**config.mk**
```make
export PLATFORM = sky130hd
export DESIGN_NAME = sfr_slave_regbank
export DESIGN_NICKNAME = d
export VERILOG_FILES = /design/src/rtl/sfr_slave_regbank.sv
export SDC_FILE = /design/constraint.sdc
export NUM_CORES = 1
export LEC_CHECK = 0
export CORE_AREA = 10 10 295 297
export DETAILED_ROUTE_END_ITERATION = 7
export DIE_AREA = 0 0 305 307
export SLEW_MARGIN = 15
export SYNTH_ARGS = -nofsm -noshare
export SYNTH_HDL_FRONTEND = slang
export SYNTH_SLANG_ARGS = --single-unit
```
**constraint.sdc**
```tcl
create_clock -name clk -period 2.4 [get_ports clk]
set_input_delay 0.36 -clock clk [delete_from_list [all_inputs] [get_ports clk]]
set_output_delay 0.36 -clock clk [all_outputs]
set_load 0.01 [all_outputs]
```
**src/rtl/sfr_slave_regbank.sv**
```systemverilog
// sfr_slave_regbank: paged SFR register bank behind a simple request/ack slave port.
// Optional feature macro: SFR_SLV_WAIT_EN adds a WAITCFG register at 0xFE that
// inserts W (0..15) wait cycles before each acknowledge. Without it, every
// access acknowledges one cycle after the request is first sampled.
//
// state | meaning
// IDLE  | no access in progress, waiting for sfrwe|sfroe
// WAIT  | access accepted, counting down W wait cycles
// ACK   | sfrack high for exactly this cycle, read data valid

`ifndef SFR_ADDR_WIDTH
`define SFR_ADDR_WIDTH 8
`endif
`ifndef SFR_DATA_WIDTH
`define SFR_DATA_WIDTH 8
`endif

module sfr_slave_regbank #(
  parameter int ADDR_W   = `SFR_ADDR_WIDTH,
  parameter int DATA_W   = `SFR_DATA_WIDTH,
  parameter int PAGE_NUM = 4,
  parameter int REG_NUM  = 16
) (
  input  logic                                clk,
  input  logic                                rst,
  input  logic [ADDR_W-1:0]                   sfraddr,
  input  logic                                sfrwe,
  input  logic                                sfroe,
  input  logic [DATA_W-1:0]                   sfrdatao,
  output logic [DATA_W-1:0]                   sfrdatai,
  output logic                                sfrack,
  output logic [$clog2(PAGE_NUM)-1:0]         sfr_page_sel,
  output logic                                sfr_err,
  output logic [PAGE_NUM*REG_NUM*DATA_W-1:0]  reg_q
);

  localparam int PS_W = $clog2(PAGE_NUM);
  localparam int RI_W = (REG_NUM > 1) ? $clog2(REG_NUM) : 1;
  localparam logic [ADDR_W-1:0] REG_LIM      = ADDR_W'(REG_NUM);
  localparam logic [ADDR_W-1:0] ADDR_PAGESEL = ADDR_W'(8'hFF);

  typedef enum logic [1:0] {ST_IDLE, ST_WAIT, ST_ACK} state_t;

  state_t            state;
  logic [DATA_W-1:0] regs [PAGE_NUM][REG_NUM];
  logic [DATA_W-1:0] rd_data;
  logic              req;
  logic              ack_now;
  logic              hit_reg;
  logic              hit_page;
  logic              wr_en;
  logic              rd_en;
  logic              conflict;

`ifdef SFR_SLV_WAIT_EN
  localparam logic [ADDR_W-1:0] ADDR_WAITCFG = ADDR_W'(8'hFE);
  logic [3:0] wait_cfg;
  logic [3:0] wait_cnt;
  logic       hit_wait;
  assign hit_wait = (sfraddr == ADDR_WAITCFG);
  // The edge that raises sfrack is the only edge where the bus is sampled.
  assign ack_now  = ((state == ST_IDLE) && req && (wait_cfg == 4'd0)) ||
                    ((state == ST_WAIT) && (wait_cnt == 4'd0));
`else
  assign ack_now  = (state == ST_IDLE) && req;
`endif

  assign req      = sfrwe | sfroe;
  assign hit_reg  = (sfraddr < REG_LIM);
  assign hit_page = (sfraddr == ADDR_PAGESEL);
  assign conflict = sfrwe & sfroe;
  assign wr_en    = ack_now & sfrwe & ~sfroe;
  assign rd_en    = ack_now & sfroe & ~sfrwe;

  // Read mux: paged registers, then the global control registers, else zero.
  always_comb begin
    rd_data = '0;
    if (hit_reg) begin
      rd_data = regs[sfr_page_sel][sfraddr[RI_W-1:0]];
    end else if (hit_page) begin
      rd_data = DATA_W'(sfr_page_sel);
`ifdef SFR_SLV_WAIT_EN
    end else if (hit_wait) begin
      rd_data = DATA_W'(wait_cfg);
`endif
    end
  end

  // Access FSM with registered ack, read data and sticky error flag.
  always_ff @(posedge clk) begin
    if (rst) begin
      state    <= ST_IDLE;
      sfrack   <= 1'b0;
      sfrdatai <= '0;
      sfr_err  <= 1'b0;
`ifdef SFR_SLV_WAIT_EN
      wait_cnt <= 4'd0;
`endif
    end else begin
      sfrack   <= 1'b0;
      sfrdatai <= '0;
      if (ack_now) begin
        sfrack <= 1'b1;
        if (rd_en)    sfrdatai <= rd_data;
        if (conflict) sfr_err  <= 1'b1;
      end
      case (state)
        ST_IDLE: begin
          if (req) begin
`ifdef SFR_SLV_WAIT_EN
            if (wait_cfg == 4'd0) begin
              state <= ST_ACK;
            end else begin
              state    <= ST_WAIT;
              wait_cnt <= wait_cfg - 4'd1;
            end
`else
            state <= ST_ACK;
`endif
          end
        end
`ifdef SFR_SLV_WAIT_EN
        ST_WAIT: begin
          if (wait_cnt == 4'd0) state <= ST_ACK;
          else                  wait_cnt <= wait_cnt - 4'd1;
        end
`endif
        ST_ACK:  state <= ST_IDLE;
        default: state <= ST_IDLE;
      endcase
    end
  end

  // Register file and global control registers, written only at the ack edge.
  always_ff @(posedge clk) begin
    if (rst) begin
      for (int p = 0; p < PAGE_NUM; p++) begin
        for (int r = 0; r < REG_NUM; r++) begin
          regs[p][r] <= '0;
        end
      end
      sfr_page_sel <= '0;
`ifdef SFR_SLV_WAIT_EN
      wait_cfg     <= 4'd0;
`endif
    end else if (wr_en) begin
      if (hit_reg) begin
        regs[sfr_page_sel][sfraddr[RI_W-1:0]] <= sfrdatao;
      end else if (hit_page) begin
        sfr_page_sel <= sfrdatao[PS_W-1:0];
`ifdef SFR_SLV_WAIT_EN
      end else if (hit_wait) begin
        wait_cfg <= sfrdatao[3:0];
`endif
      end
    end
  end

  for (genvar p = 0; p < PAGE_NUM; p++) begin : g_page
    for (genvar r = 0; r < REG_NUM; r++) begin : g_reg
      assign reg_q[(p*REG_NUM+r)*DATA_W +: DATA_W] = regs[p][r];
    end
  end

endmodule

```
# Word-level counts from Yosys, hierarchy flattened
# Memory sizes are Yosys's and may differ from the RTL's. A register that Yosys moved wholly into a read port is not among the register bits.
# Cells that the tools add are included.
[word_totals] reg_bits=13 mem_bits_rw=512 out_inout_bits=524 wordCells=50 n_memories=1
[mem_list] memory="regs" depth=4 word_bits=128 rd=5 rd_clocked_by_memory_dff=1 write_ports=4 line_no="45" text="logic [DATA_W-1:0] regs [PAGE_NUM][REG_NUM];"
[classes] magnitude_cmp=3 eq_ne=1 muxes=19 bitwise_logic=13 reduce_logical=8
[ops] cell="$mux W128" n=3
[ops] cell="$reduce_or A128 Y1" n=1
[ops] cell="$bmux W8 S4" n=1
[ops] cell="$demux W8 S4" n=1
[ops] cell="$mux W8" n=4
[ops] cell="$eq A8 B8 Y1 const B" n=1
[ops] cell="$lt A8 B5 Y1 const B" n=1
[ops] cell="$mux W2" n=4
[ops] cell="$mux W1" n=6
[ops] cell="$not A1 Y1" n=6
[ops] cell="$and A1 B1 Y1" n=5
[ops] cell="$ge A5 B5 Y1 const B" n=1
[ops] cell="$lt A5 B1 Y1 const B" n=1
[ops] cell="$not A4 Y5" n=1
[ops] cell="$reduce_and A3 Y1" n=1
[ops] cell="$reduce_or A3 Y1" n=1
[ops] cell="$logic_and A1 B1 Y1" n=2
[ops] cell="$logic_not A2 Y1" n=1
[ops] cell="$reduce_and A2 Y1" n=1
[ops] cell="$reduce_or A2 Y1" n=1
[ops] cell="$or A1 B1 Y1" n=1

# Depth between registers and ports, before layout
# Gate-level depths: netlist (run 1).
[logic_depth] depth_word=9 depth_mapped=9 ltp_nobuf=5

# Worst setup path after synthesis (run 1)
# Ideal clock, no wire load.
[synth_timing] kind="input port to flip-flop" from="input sfroe" to="memory regs[3][120] (netlist name), enable pin" t_arrival_ps=1970 required_time_ps=2071 path_slack_ps=101 cell_stages=6 cell_sequence="or3b_1 -> nor3b_4 -> buf_2 -> nand3_1 -> nor2_1 -> or2_1"
[synth_lines] element="start: declaration" line_no="28" text="input logic sfroe,"
[synth_lines] element="end: declaration" line_no="45"

==> results of run 1 <==
-- layer usage --
layer  wire (um)  track usage, %
met4        3820            7.52
met2       49400            34.8
met5           0               0
met3        9330            4.89
met1       40400            26.6
-- sequential cells by signal (all words and copies together) (netlist names), named ones only --
register and flops:
state 1, regs 512, sfrdatai 8, sfr_page_sel 2
sfr_err 1, sfrack 1
-- critical path, cell delays in order (launching register included) --
cell and delay, ns:
sky130_fd_sc_hd__dfxtp_4 0.47, sky130_fd_sc_hd__buf_12 0.20, sky130_fd_sc_hd__buf_6 0.16, sky130_fd_sc_hd__mux4_2 0.55, sky130_fd_sc_hd__a22oi_1 0.20, sky130_fd_sc_hd__nand2_1 0.17
sky130_fd_sc_hd__a22oi_2 0.35, sky130_fd_sc_hd__o21ai_1 0.12
-- cells in the mapped netlist, types with 9 or more instances --
cell type,n
sky130_fd_sc_hd__nand4_1,9
sky130_fd_sc_hd__dfxtp_1,15
sky130_fd_sc_hd__and2_1,513
sky130_fd_sc_hd__nand3_1,16
sky130_fd_sc_hd__edfxtp_1,512
sky130_fd_sc_hd__buf_2,19
sky130_fd_sc_hd__mux4_2,122
sky130_fd_sc_hd__nand2_1,32
sky130_fd_sc_hd__mux2i_1,26
sky130_fd_sc_hd__or2_2,65
sky130_fd_sc_hd__nor2_1,74
sky130_fd_sc_hd__a22oi_1,47
sky130_fd_sc_hd__o21ai_0,12
sky130_fd_sc_hd__clkbuf_1,85
sky130_fd_sc_hd__buf_1,15
-- logic make-up (layout without fill, tap and decap cells) --
logic type,Yosys count,after routing,share of synthesized area (%)
DFF,527,527,64.9
other,0,2,0
AOI/OAI and AO/OA,78,78,2.29
buffers and inverters,125,837,2.06
muxes,150,150,12.6
and+or+nand+nor,744,744,18.2
-- final timing paths --
| kind | cells after the start | end | slack (ns) | from |
|---|---|---|---|---|
| worst max-delay path | 7 | sfrdatai[7] | 0.008 | register |
| worst max register to register | 7 | sfrdatai[7] | 0.008 | register |
| worst min register to register | 2 | sfr_err | 0.52 | sfr_err |
| worst min-delay path | 3 | register | 0.25 | rst |
-- area by class of cell --
class / count / area (sq um)
clock inverters: 41 / 528
multi-input cells: 972 / 8200
flip-flops and latches: 527 / 15700
repair buffers: 726 / 7200
diodes: 2 / 5.00
fillers: 7331 / 46900
clock buffers: 65 / 1480
inverters: 5 / 18.8
well taps: 1070 / 1340
-- power breakdown --
group          internal, mW  switching [mW]  total [mW]  leakage (nW)
registers              10.4           0.302        10.7          5.40
clock network          5.62            3.76        9.38         0.952
logic                 0.823            1.01        1.83          6.08
-- through the flow --
step / power (mW) / instances / area (sq um) / setup slack (ns)
floorplan: 11.4 / 1624 / 24100 / 0.101
global placement: 12.7 / 3280 / 31900 / -0.457
detailed placement: 12.7 / 3280 / 31900 / -0.524
CTS: 22.0 / 3399 / 34200 / -0.0228
global route: 22.5 / 3406 / 34400 / -0.0500
finish: 21.9 / 3408 / 34400 / 0.00846
-- repair_timing --
item / 4_1_cts / 5_1_grt
gates cloned: 3 / 1
endpoints found under the setup margin: 10 / 186
gates resized for setup: 27 / 39
setup buffers: 10 / 6
pin swaps: 5 / 10
==> results by stage, run 1 <==
Routing:
- The routed design has 103 mm of wire.
- The remaining number of nets flagged by the antenna check after routing is 0.
- The via count is 17.3k.
- After detailed routing, the number of vias per cell comes to 5.07.
- The first TritonRoute pass finished after 5 iterations.
- After detailed routing, the average wire length per cell comes to 30.2 um.
- The remaining design rule violation count is 0.
- For this block, the initial DRC count from the detailed router was 1,634.

Timing:
- The final-report max-slew violation count is 0.
- The time the worst path needs with I/O delays and setup is 2.39 ns.
- The worst hold margin is 0.255 ns.
- The final cycle utilization of the critical path is 99.6%.
- The number of hold-slack violations in the final timing report is 0.
- The slew at the pin closest to its max-slew limit is 0.939 ns.
- The number of setup violations in the final report is 0.
- Across the routed clock network, the largest skew measured is 0.0200 ns.
- The aggregate negative setup slack is 0 ns.
- The relative max-transition margin is 37.4%.
- The fmax is 418 MHz.
- Setup repair after global routing could not meet its margin everywhere.

Die:
- The floorplan row count is 105.
- In this run the horizontal extent of the chip is 305 um.
- The initial standard-cell utilization of the core is 29.7%.
- The floorplan step defined a core boundary enclosing 0.0813 sq mm.
- The number of I/O pins is 544.
- The area of the die is 0.0936 sq mm.
- The die extent in y is 307 um.

Global routing:
- Global routing consumed, over all layers together, 21.0% of the routing resources.
- The via count of the first global-routing pass is 17.6k.
- The aggregate global routing overflow is 0.
- The number of antenna violations at the first check in global routing is 2.
- The global-route wire length before repair is 141 mm.
- Entering global routing, the biggest net connects 66 pins.

Synthesis:
- Counting every instance in the synthesized netlist gives 1,624.
- The fraction of post-synthesis cell area in the top cell type by area is 63.7%.
- The distinct cell type count after synthesis is 39.
- Among all flip-flop cells after synthesis, the most frequent one is sky130_fd_sc_hd__edfxtp_1.
- The net count after synthesis is 1,644.
- The netlist area before placement is 0.0241 sq mm.
- Synthesis inferred 527 register bits.
- Counting flops with a built-in enable in the synthesized netlist gives 512.
- The synthesized design spends more area on one cell type than any other, namely sky130_fd_sc_hd__edfxtp_1.
- For this run, the number of Yosys warnings is 0.
- Yosys attributes the largest share of cell area to sky130_fd_sc_hd__edfxtp_1 64%, sky130_fd_sc_hd__and2_1 13%, sky130_fd_sc_hd__mux4_2 11%.
- In the synthesized netlist the async set-or-reset flop fraction comes to 0%.
- The sequential cell area fraction in the yosys report is 64.9%.
- In this run the mean area of a mapped cell was 14.9 sq um.

Worst setup path:
- The biggest fanout along the worst timing path is 15.
- STA classifies the critical path endpoint as a register.
- The data required time of the worst path is 2.88 ns.
- The classification of the worst setup path is reg -> reg.
- The worst setup path is launched from a register.
- The arrival time of data at the critical path endpoint is 2.87 ns.

Clock network:
- TritonCTS built the clock tree.
- The CTS clock-pin slew for the worst setup and hold paths is 0.07 ns.
- The tree is rooted in a sky130_fd_sc_hd__clkbuf_16.
- In this run the number of H-tree levels came out at 2.
- The TritonCTS buffer count is 57.
- The clock net in this run drives a total of 527 sinks.
- The insertion delay of the later-clocked pin in the worst-skew pair is 0.62 ns.
- The buffer levels on the longest clock path is 3.
- The hold-fix buffer count after cts is 0.

Cells and area:
- In the layout the commonest cells are 531 x sky130_fd_sc_hd__clkdlybuf4s50_1, 513 x sky130_fd_sc_hd__and2_1, 512 x sky130_fd_sc_hd__edfxtp_1.
- The most common library cell in the layout ignoring fill and taps is sky130_fd_sc_hd__clkdlybuf4s50_1.
- For this run, the post-layout net count is 2,309.
- For this run, the share of the core covered by cells in the final layout is 42.4%.
- The share of final-layout standard cells stronger than drive strength 1 is 22.5%.
- Relative to the synthesized area, the layout overhead comes to 42.7%.

Placement:
- The congestion estimate from routability-driven global placement came to 0.880.
- Port buffering added 543 buffers.
- The estimated wirelength of the detail-placed design is 76.4 mm.

Power:
- For this design the static power due to leakage is 12.4 nW.
- Across the VDD grid, the largest voltage drop is 481 uV.
- Dividing total power by cell area gives a power density of 635 mW/mm^2.

Run status:
- The flow ran to the end, and the final reports show no timing, DRC or antenna violations.

Job:
- The max-cap violation count is 0.

Worst hold path:
- The worst min-delay path category is in -> reg.
(Power assumes the default switching activity.)
==> run 2: changes to the inputs <==
--- a/config.mk
+++ b/config.mk
@@ -5,9 +5,10 @@
 export SDC_FILE = /design/constraint.sdc
 export NUM_CORES = 1
 export LEC_CHECK = 0
-export CORE_AREA = 10 10 295 297
+export CORE_AREA = 2 2 287 289
 export DETAILED_ROUTE_END_ITERATION = 7
-export DIE_AREA = 0 0 305 307
+export DIE_AREA = 0 0 289 291
+export SETUP_SLACK_MARGIN = 0.4
 export SLEW_MARGIN = 15
 export SYNTH_ARGS = -nofsm -noshare
 export SYNTH_HDL_FRONTEND = slang
==> run 2 against run 1 <==
  * Final area increased by 4.3%
  * Sequential power hardly changed
  * Sequential share of layout area fell by 1.9 points
  * First-iteration DRC count rose by 12%
  * Non-clock buffer count up 10
  * Largest cell class unchanged
  * Cell count is 0.32% higher
  * Clock power about the same
==> results by stage, run 2 (same netlist as run 1, synthesis figures left out) <==
Run status:
- The flow ran to the end, and the final reports show no timing, DRC or antenna violations.

Timing:
- The number of hold-slack violations in the final timing report is 0.
- Setup slack on the critical path of the routed design comes to 0.0694 ns.
- The slew at the pin closest to its max-slew limit is 0.741 ns.
- The worst hold margin is 0.320 ns.
- Setup violations remaining at the end of the flow were counted as 0.
- Setup repair after global routing could not meet its margin everywhere.
- The final-report max-slew violation count is 0.
- The aggregate negative setup slack is 0 ns.
- Based on the critical path, the design can be clocked at up to 429 MHz.
- The worst path uses 97.1% of the clock period.
- The smallest clock period supported by the final layout is computed as 2.33 ns.
- For the final database, setup skew stands at 0.0162 ns.
- Headroom to the max-slew limit came out at 50.6%.

Global routing:
- The met1 demand-to-capacity share in global routing is 31.5%.
- Entering global routing, the biggest net connects 66 pins.
- Global routing consumed, over all layers together, 22.9% of the routing resources.
- The global routing met2 resource utilization is 38.1%.
- After global routing the overflow that remains totals 0.
- The first global-routing pass estimated 136 mm of wire.
- The via count of the first global-routing pass is 17.3k.
- The number of antenna violations at the first check in global routing came to 3.
- In this run the most used layer during global routing was met2.
- The met3 layer usage reported by global route is 3.13%.

Routing:
- The iteration-0 DRC count of the detailed router is 1,822.
- The detail route stage leaves a number of antenna-violating nets equal to 0.
- The final layout contains routed wiring with a total length of 99.5 mm.
- The post-detailed-route via-to-cell ratio is 5.12.
- In the routed design, unresolved DRC markers number 0.
- The first-pass iteration count of the detailed router is 5.
- The post-detailed-route wirelength per cell is 29.1 um.
- The routed layout has 17.5k vias.

Worst setup path:
- The largest individual stage delay along the critical path comes from the cell sky130_fd_sc_hd__mux4_2.
- Across all register-to-register paths, the minimum setup slack is 0.07 ns.
- The number of cells traversed by the worst register-to-register path is 9.
- The worst setup path is launched from a register.
- The setup path with the least slack is of type reg -> reg.
- At the worst endpoint, the required time is 2.89 ns.
- Along the worst path, the maximum fanout reaches 7.
- The arrival time of data at the critical path endpoint is 2.82 ns.
- STA classifies the critical path endpoint as a register.
- In this design, the stage delay of the slowest critical-path cell is 0.55 ns.
- In this run the critical register-to-register path is captured at sfrdatai[0].
- In this run the worst setup path terminates at sfrdatai[0].
- The critical path goes through buf_12 -> buf_12 -> buf_16 -> mux4_2 -> a22oi_2 -> buf_4 -> a41oi_2 -> buf_4 -> a211o_1.

Cells and area:
- After routing the design area is 0.0359 sq mm.
- The register with the most flip-flops in the final layout is regs.
- The share of final-layout standard cells stronger than drive strength 1 is 31.6%.
- The library cell used most frequently in the layout, excluding fill and tap cells, is sky130_fd_sc_hd__clkdlybuf4s50_1.
- The library cells used most frequently in the layout, excluding fill and tap cells, are 523 x sky130_fd_sc_hd__clkdlybuf4s50_1, 512 x sky130_fd_sc_hd__edfxtp_1, 402 x sky130_fd_sc_hd__and2_1.
- In the final layout, the registers with the most flip-flops are regs x512, sfrdatai x8, sfr_page_sel x2.
- The net total in the final layout is 2,317.
- The number of flip-flops in the largest register is 512.
- Leaving out filler cells and counting taps, the final layout contains 3,419.
- Relative to the synthesized area, the layout overhead comes to 48.9%.

Die:
- In this run the horizontal extent of the chip is 289 um.
- The number of I/O pins is 544.
- The floorplan step defined a die boundary enclosing 0.0841 sq mm.
- In this run the standard cell core region covers 0.0812 sq mm.
- Once the floorplan was initialized, standard cells occupied 29.7% of the core.
- The die extent in y is 291 um.
- The initialized floorplan defines 105 standard-cell rows.

Worst hold path:
- In this run the worst hold path is classified as in -> reg.

Power:
- The clock network accounts for 42.7% of the total power.
- The share of total power dissipated in combinational logic is 8.6%.
- VDD sags by at most 519 uV.
- The leakage component of the power is 12.8 nW.
- For this design the total switching power over the nets is 5.05 mW.
- Of the total power, registers draw 48.7%.
- Of the total power, the share spent switching nets is 23.0%.
- The internal power of the cells totals 16.9 mW.
- Dividing total power by cell area gives a power density of 609 mW/mm^2.

Clock network:
- Clock latency on the worst-skew pair, taken at its later pin, is 0.62 ns.
- The root buffer cell chosen for the clock tree is sky130_fd_sc_hd__clkbuf_16.
- The H-tree level count is 2.
- The clock tree from TritonCTS is built.
- The buffer levels on the longest clock path is 3.
- The hold-fix buffer count after cts is 0.
- CTS saw 527 sinks.
- Buffers inserted during clock tree synthesis total 55.
- Clock-pin slew was measured on the worst setup and hold paths at 0.07 ns.

Placement:
- The global placer's final weighted congestion is 0.876.
- During placement, the flow inserted port buffers numbering 543.
- Once placement completed, the tool counted placed cells totaling 3,277.
- The placed instances occupy a cell area of 0.0322 sq mm.
- The worst slack after detailed placement is -0.672 ns.
- Once detailed placement completed, the half-perimeter wirelength came to 71.3 mm.

Job:
- Max-cap violations in this run came to 0.
## run 2: cell types whose count changed in the layout (fill, tap and decap cells not counted), moves of 10 or more
| cell | delta |
|---|---|
| sky130_fd_sc_hd__nor2_4 | +64 |
| sky130_fd_sc_hd__buf_6 | +47 |
| sky130_fd_sc_hd__buf_4 | -50 |
| sky130_fd_sc_hd__nand3_4 | +11 |
| sky130_fd_sc_hd__and2_4 | +111 |
| sky130_fd_sc_hd__nand3_1 | -10 |
| sky130_fd_sc_hd__nor2_1 | -57 |
| sky130_fd_sc_hd__clkinv_2 | +10 |
| sky130_fd_sc_hd__and2_1 | -111 |
| sky130_fd_sc_hd__or2_2 | -45 |
| sky130_fd_sc_hd__or2_4 | +45 |
## run 2: power by group through the flow
stage	clock [mW]	combinational, mW	sequential (mW)
floorplan	0	0.536	10.9
global placement	0	1.80	10.9
detailed placement	0	1.81	10.9
CTS	9.47	1.88	10.7
global route	9.81	1.95	10.7
finish	9.35	1.88	10.7
## run 2: how the worst min path moves through the flow
stage,from,endpoint,slack [ns],cells past startpoint
2_1_floorplan,state[1],sfrack,0.47,1
3_3_place_gp,sfr_err,sfr_err,0.46,2
3_5_place_dp,sfr_err,sfr_err,0.49,2
4_1_cts,sfrdatao[1],register,0.29,4
5_1_grt,sfrdatao[1],register,0.31,4
6_report,sfrdatao[1],register,0.32,4
## run 2: stage by stage
stage               total power [mW]  util [%]
CTS                             22.0      43.8
global placement                12.7      39.6
finish                          21.9      44.3
floorplan                       11.4         -
detailed placement              12.7      39.6
global route                    22.4      44.3
## run 2: area by class of cell
type / count / area [sq um]
multi-input combinational: 972 / 9290
inverter: 5 / 18.8
sequential: 527 / 15700
tap: 1070 / 1340
fill: 7238 / 45200
antenna: 5 / 12.5
clock buffer: 68 / 1500
clock inverter: 36 / 477
timing repair buffer: 736 / 7620
## run 2: critical path: cells and delay by family (launching register included)
| kind | cells | cell delay, ns |
|---|---|---|
| AOI/OAI and AO/OA | 3 | 0.52 |
| muxes | 1 | 0.55 |
| DFF | 1 | 0.39 |
| buffers and inverters | 5 | 0.71 |
## run 2: routing by layer
layer	share of wire (%)	wire length, um	vias to the layer above
met5	0	0	-
li1	-	-	7323
met4	2.9	2920	0
met1	41	40600	9066
met2	49	48300	955
met3	7.6	7610	155
## run 2: repair_timing
action	4_1_cts	5_1_grt
buffers inserted	25	1
resized for setup	226	136
pin swaps	85	36
setup endpoints to repair	1120	1134
gates cloned	7	0
==> run 3: changes to the inputs <==
--- a/config.mk
+++ b/config.mk
@@ -8,7 +8,7 @@
 export CORE_AREA = 2 2 287 289
 export DETAILED_ROUTE_END_ITERATION = 7
 export DIE_AREA = 0 0 289 291
-export SETUP_SLACK_MARGIN = 0.4
+export SETUP_SLACK_MARGIN = 0.15
 export SLEW_MARGIN = 15
 export SYNTH_ARGS = -nofsm -noshare
 export SYNTH_HDL_FRONTEND = slang
==> run 3 against run 2 <==
  * Sequential share of layout area grew 1.4 points
  * Flip-flop and latch count is the same
  * Cell count grew 0.38%
  * Clock skew grew 0.0061 ns
  * Utilization shrank 1.3 points
  * Clock-buffer cell count grew 3
  * Critical path depth shrank 1
  * Global-route usage shrank 0.33 points
  * First-iteration DRC count shrank 7.7%
  * Fmax shrank 0.79%
  * Register-to-register slack lost 0.02 ns
  * Die area is the same
==> results by stage, run 3 (same netlist as run 1, synthesis figures left out) <==
Power:
- The clock network is responsible for 40.9% of the overall power.
- Cell internal power was estimated by the tool at 16.3 mW.
- Sequential cells account for 50.3% of the total power.
- The power per standard cell area is 609 mW/mm^2.
- The switching power total is 4.99 mW.
- The net switching share of the total power is 23.5%.
- The leakage component of the power is 12.6 nW.
- The worst supply voltage drop on vdd is 494 uV.
- The portion of total power attributed to combinational logic is 8.8%.
- The sum of internal, switching and leakage power is 21.2 mW.

Cells and area:
- The area growth from synthesis to layout is 44.4%.
- Leaving out fill and tap cells, the most frequent cells in the layout are 532 x sky130_fd_sc_hd__clkdlybuf4s50_1, 513 x sky130_fd_sc_hd__and2_1, 512 x sky130_fd_sc_hd__edfxtp_1.
- Cells fill 42.9% of the core in the end.
- The number of antenna diodes in the final layout is 0.
- The share of final-layout standard cells stronger than drive strength 1 is 24.5%.
- The post-layout instance count excluding filler cells is 3,432.
- The final layout contains 2,334 nets.
- The number of flip-flops in the largest register is 512.
- The register with the most flip-flops is regs.
- The most common library cell in the layout ignoring fill and taps is sky130_fd_sc_hd__clkdlybuf4s50_1.
- In the final layout, the registers with the most flip-flops are regs x512, sfrdatai x8, sfr_page_sel x2.
- The final standard cell area without fillers is 0.0349 sq mm.
- Fill cells in the final layout number 7,287.

Die:
- Once the floorplan was initialized, standard cells occupied 29.7% of the core.
- The floorplan row count is 105.
- In this run the standard cell core region covers 0.0812 sq mm.
- The die covers 0.0841 sq mm.
- The die extent in y is 291 um.
- In this run the horizontal extent of the chip is 289 um.
- The number of I/O pins is 544.

Placement:
- At the end of routability-driven placement, the weighted congestion stood at 0.900.
- The cell count after placement is 3,298.
- The count of buffers added on input and output ports is 543.
- Timing analysis after detailed placement gives a worst setup slack of -0.483 ns.
- The estimated wirelength of the detail-placed design is 70.2 mm.
- The placed instances occupy a cell area of 0.0321 sq mm.

Timing:
- The number of setup violations in the final report is 0.
- Setup repair after global routing could not meet its margin everywhere.
- At the pin with the least slew margin, the transition time is 0.620 ns.
- The final cycle utilization of the critical path is 97.9%.
- The aggregate negative setup slack is 0 ns.
- After layout, the worst setup slack is 0.0508 ns.
- The worst hold margin is 0.171 ns.
- The fmax is 426 MHz.
- The worst path needs 2.35 ns of the cycle, external delays included.
- In this run the tightest slew margin relative to its limit is 58.7%.
- The number of hold-slack violations in the final timing report is 0.
- The final-report max-slew violation count is 0.
- The setup skew after layout is 0.0223 ns.

Worst setup path:
- The cell type with the highest occurrence count on the critical path is sky130_fd_sc_hd__buf_16.
- In this design, the largest share of critical-path delay is due to buffers and inverters.
- Traced cell by cell, the critical path runs through buf_12 -> buf_16 -> buf_16 -> mux4_2 -> a22oi_2 -> a41oi_2 -> buf_4 -> a211o_1.
- Data on the critical path is required at its endpoint by 2.89 ns.
- The type of element capturing the critical path is a register.
- The largest stage delay on the critical path is 0.62 ns.
- The number of buffer and inverter stages on the critical path is 4.
- The number of cells traversed by the worst register-to-register path is 8.
- The reg-to-reg critical path endpoint is sfrdatai[1].
- For the worst setup path, the data arrival time is 2.84 ns.
- Of all nets on the critical path, the largest fanout is 8.
- STA classifies the critical path startpoint as a register.
- The classification of the worst setup path is reg -> reg.
- For flop-to-flop paths, the worst setup slack is 0.05 ns.
- For this design, the slowest cell found on the critical path is sky130_fd_sc_hd__mux4_2.

Global routing:
- The maximum number of pins on one net before global-route repair is 66.
- The combined global-route utilization of all metal layers is 22.6%.
- The via count of the first global-routing pass was 17.1k.
- The number of antenna violations at the first check in global routing is 4.
- The global-route wire length before repair is 134 mm.
- For this run the aggregate overflow at the end of global routing stands at 0.

Clock network:
- Buffers inserted to repair hold after CTS numbered 0.
- Clock tree synthesis selected as its root buffer the cell sky130_fd_sc_hd__clkbuf_16.
- The CTS clock-pin slew for the worst setup and hold paths is 0.06 ns.
- The insertion delay of the later-clocked pin in the worst-skew pair is 0.61 ns.
- The H-tree was split into 2 levels.
- TritonCTS built the clock tree.
- The buffer levels on the longest clock path is 3.
- CTS saw 527 sinks.
- The TritonCTS buffer count is 56.

Routing:
- The first detailed-routing pass ran for 5 iterations.
- The post-detailed-route via-to-cell ratio is 5.09.
- The detailed router placed 17.5k vias in this run.
- Summed over all layers, the routed wires come to 97.9 mm.
- The iteration-0 DRC count of the detailed router is 1,682.
- The remaining number of nets flagged by the antenna check after routing is 0.
- The post-detailed-route wirelength per cell is 28.5 um.
- In the routed design, unresolved DRC markers number 0.

Worst hold path:
- The number of cells on the worst hold path is 3.
- The worst min-delay path category is in -> reg.
- The start point of the worst hold path is sfraddr[3].
- The worst hold path terminates at sfrdatai[5].

Job:
- The max-cap violation count is 0.

Run status:
- The flow ran to the end, and the final reports show no timing, DRC or antenna violations.
-- run 3: cell types whose count changed in the layout (fill, tap and decap cells not counted), sizes merged --
cell           previous run  this run
clkbuf                   68        72
buf                     204       219
clkdlybuf4s50           523       532
clkinv                   21        17
inv                       7         9
dlymetal6s2s              1         0
diode                     5         0
dlygate4sd2               8         0
clkinvlp                  2         9
bufinv                   11         5
-- run 3: power by group through the flow --
stage                     clock, mW  sequential [mW]  combinational (mW)
final                          8.69             10.7                1.87
after CTS                      8.80             10.7                1.85
after global routing           9.16             10.7                1.94
after detailed placement          0             10.9                1.80
after floorplan                   0             10.9               0.503
after global placement            0             10.9                1.78
-- run 3: final cells by class --
class,count,area [sq um],share of cell area [%]
flip-flops and latches,527,15700,45.0
multi-input cells,972,8390,24.1
repair buffers,752,7570,21.7
clock buffers,71,1510,4.33
well taps,1070,1340,3.84
clock inverters,35,343,0.983
inverters,5,18.8,0.0538
-- run 3: tightest hold or removal path: cells and delay by family --
kind	cells	cell delay, ns
AO/OA/AOI/OAI	2	0.20
buffers and inverters	1	0.17
-- run 3: timing repair --
item / 4_1_cts / 5_1_grt
resized for setup: 78 / 51
pin swaps: 23 / 19
setup endpoints to repair: 185 / 486
buffers inserted: 15 / 6
cloned: 6 / 1
endpoints found under the hold margin: 0 / 0
-- run 3: how the worst max path moves through the flow --
stage | start | to | slack [ns] | depth (start not counted)
2_1_floorplan | sfroe | regs[1][104] | 0.16 | 6
3_3_place_gp | sfraddr[6] | regs[3][89] | -0.46 | 9
3_5_place_dp | sfraddr[6] | regs[2][19] | -0.48 | 8
4_1_cts | register | sfrdatai[1] | 0.05 | 9
5_1_grt | register | sfrdatai[3] | -0.0002 | 10
6_report | register | sfrdatai[1] | 0.05 | 8
-- run 3: routing by layer --
| layer | GRT usage (%) | share of wire (%) | vias up |
|---|---|---|---|
| met5 | 0 | 0.030 | - |
| met4 | 7.56 | 3.7 | 4 |
| met3 | 4.41 | 8.5 | 165 |
| met2 | 37.2 | 48 | 1047 |
| met1 | 29.8 | 39 | 8907 |
| li1 | - | - | 7330 |
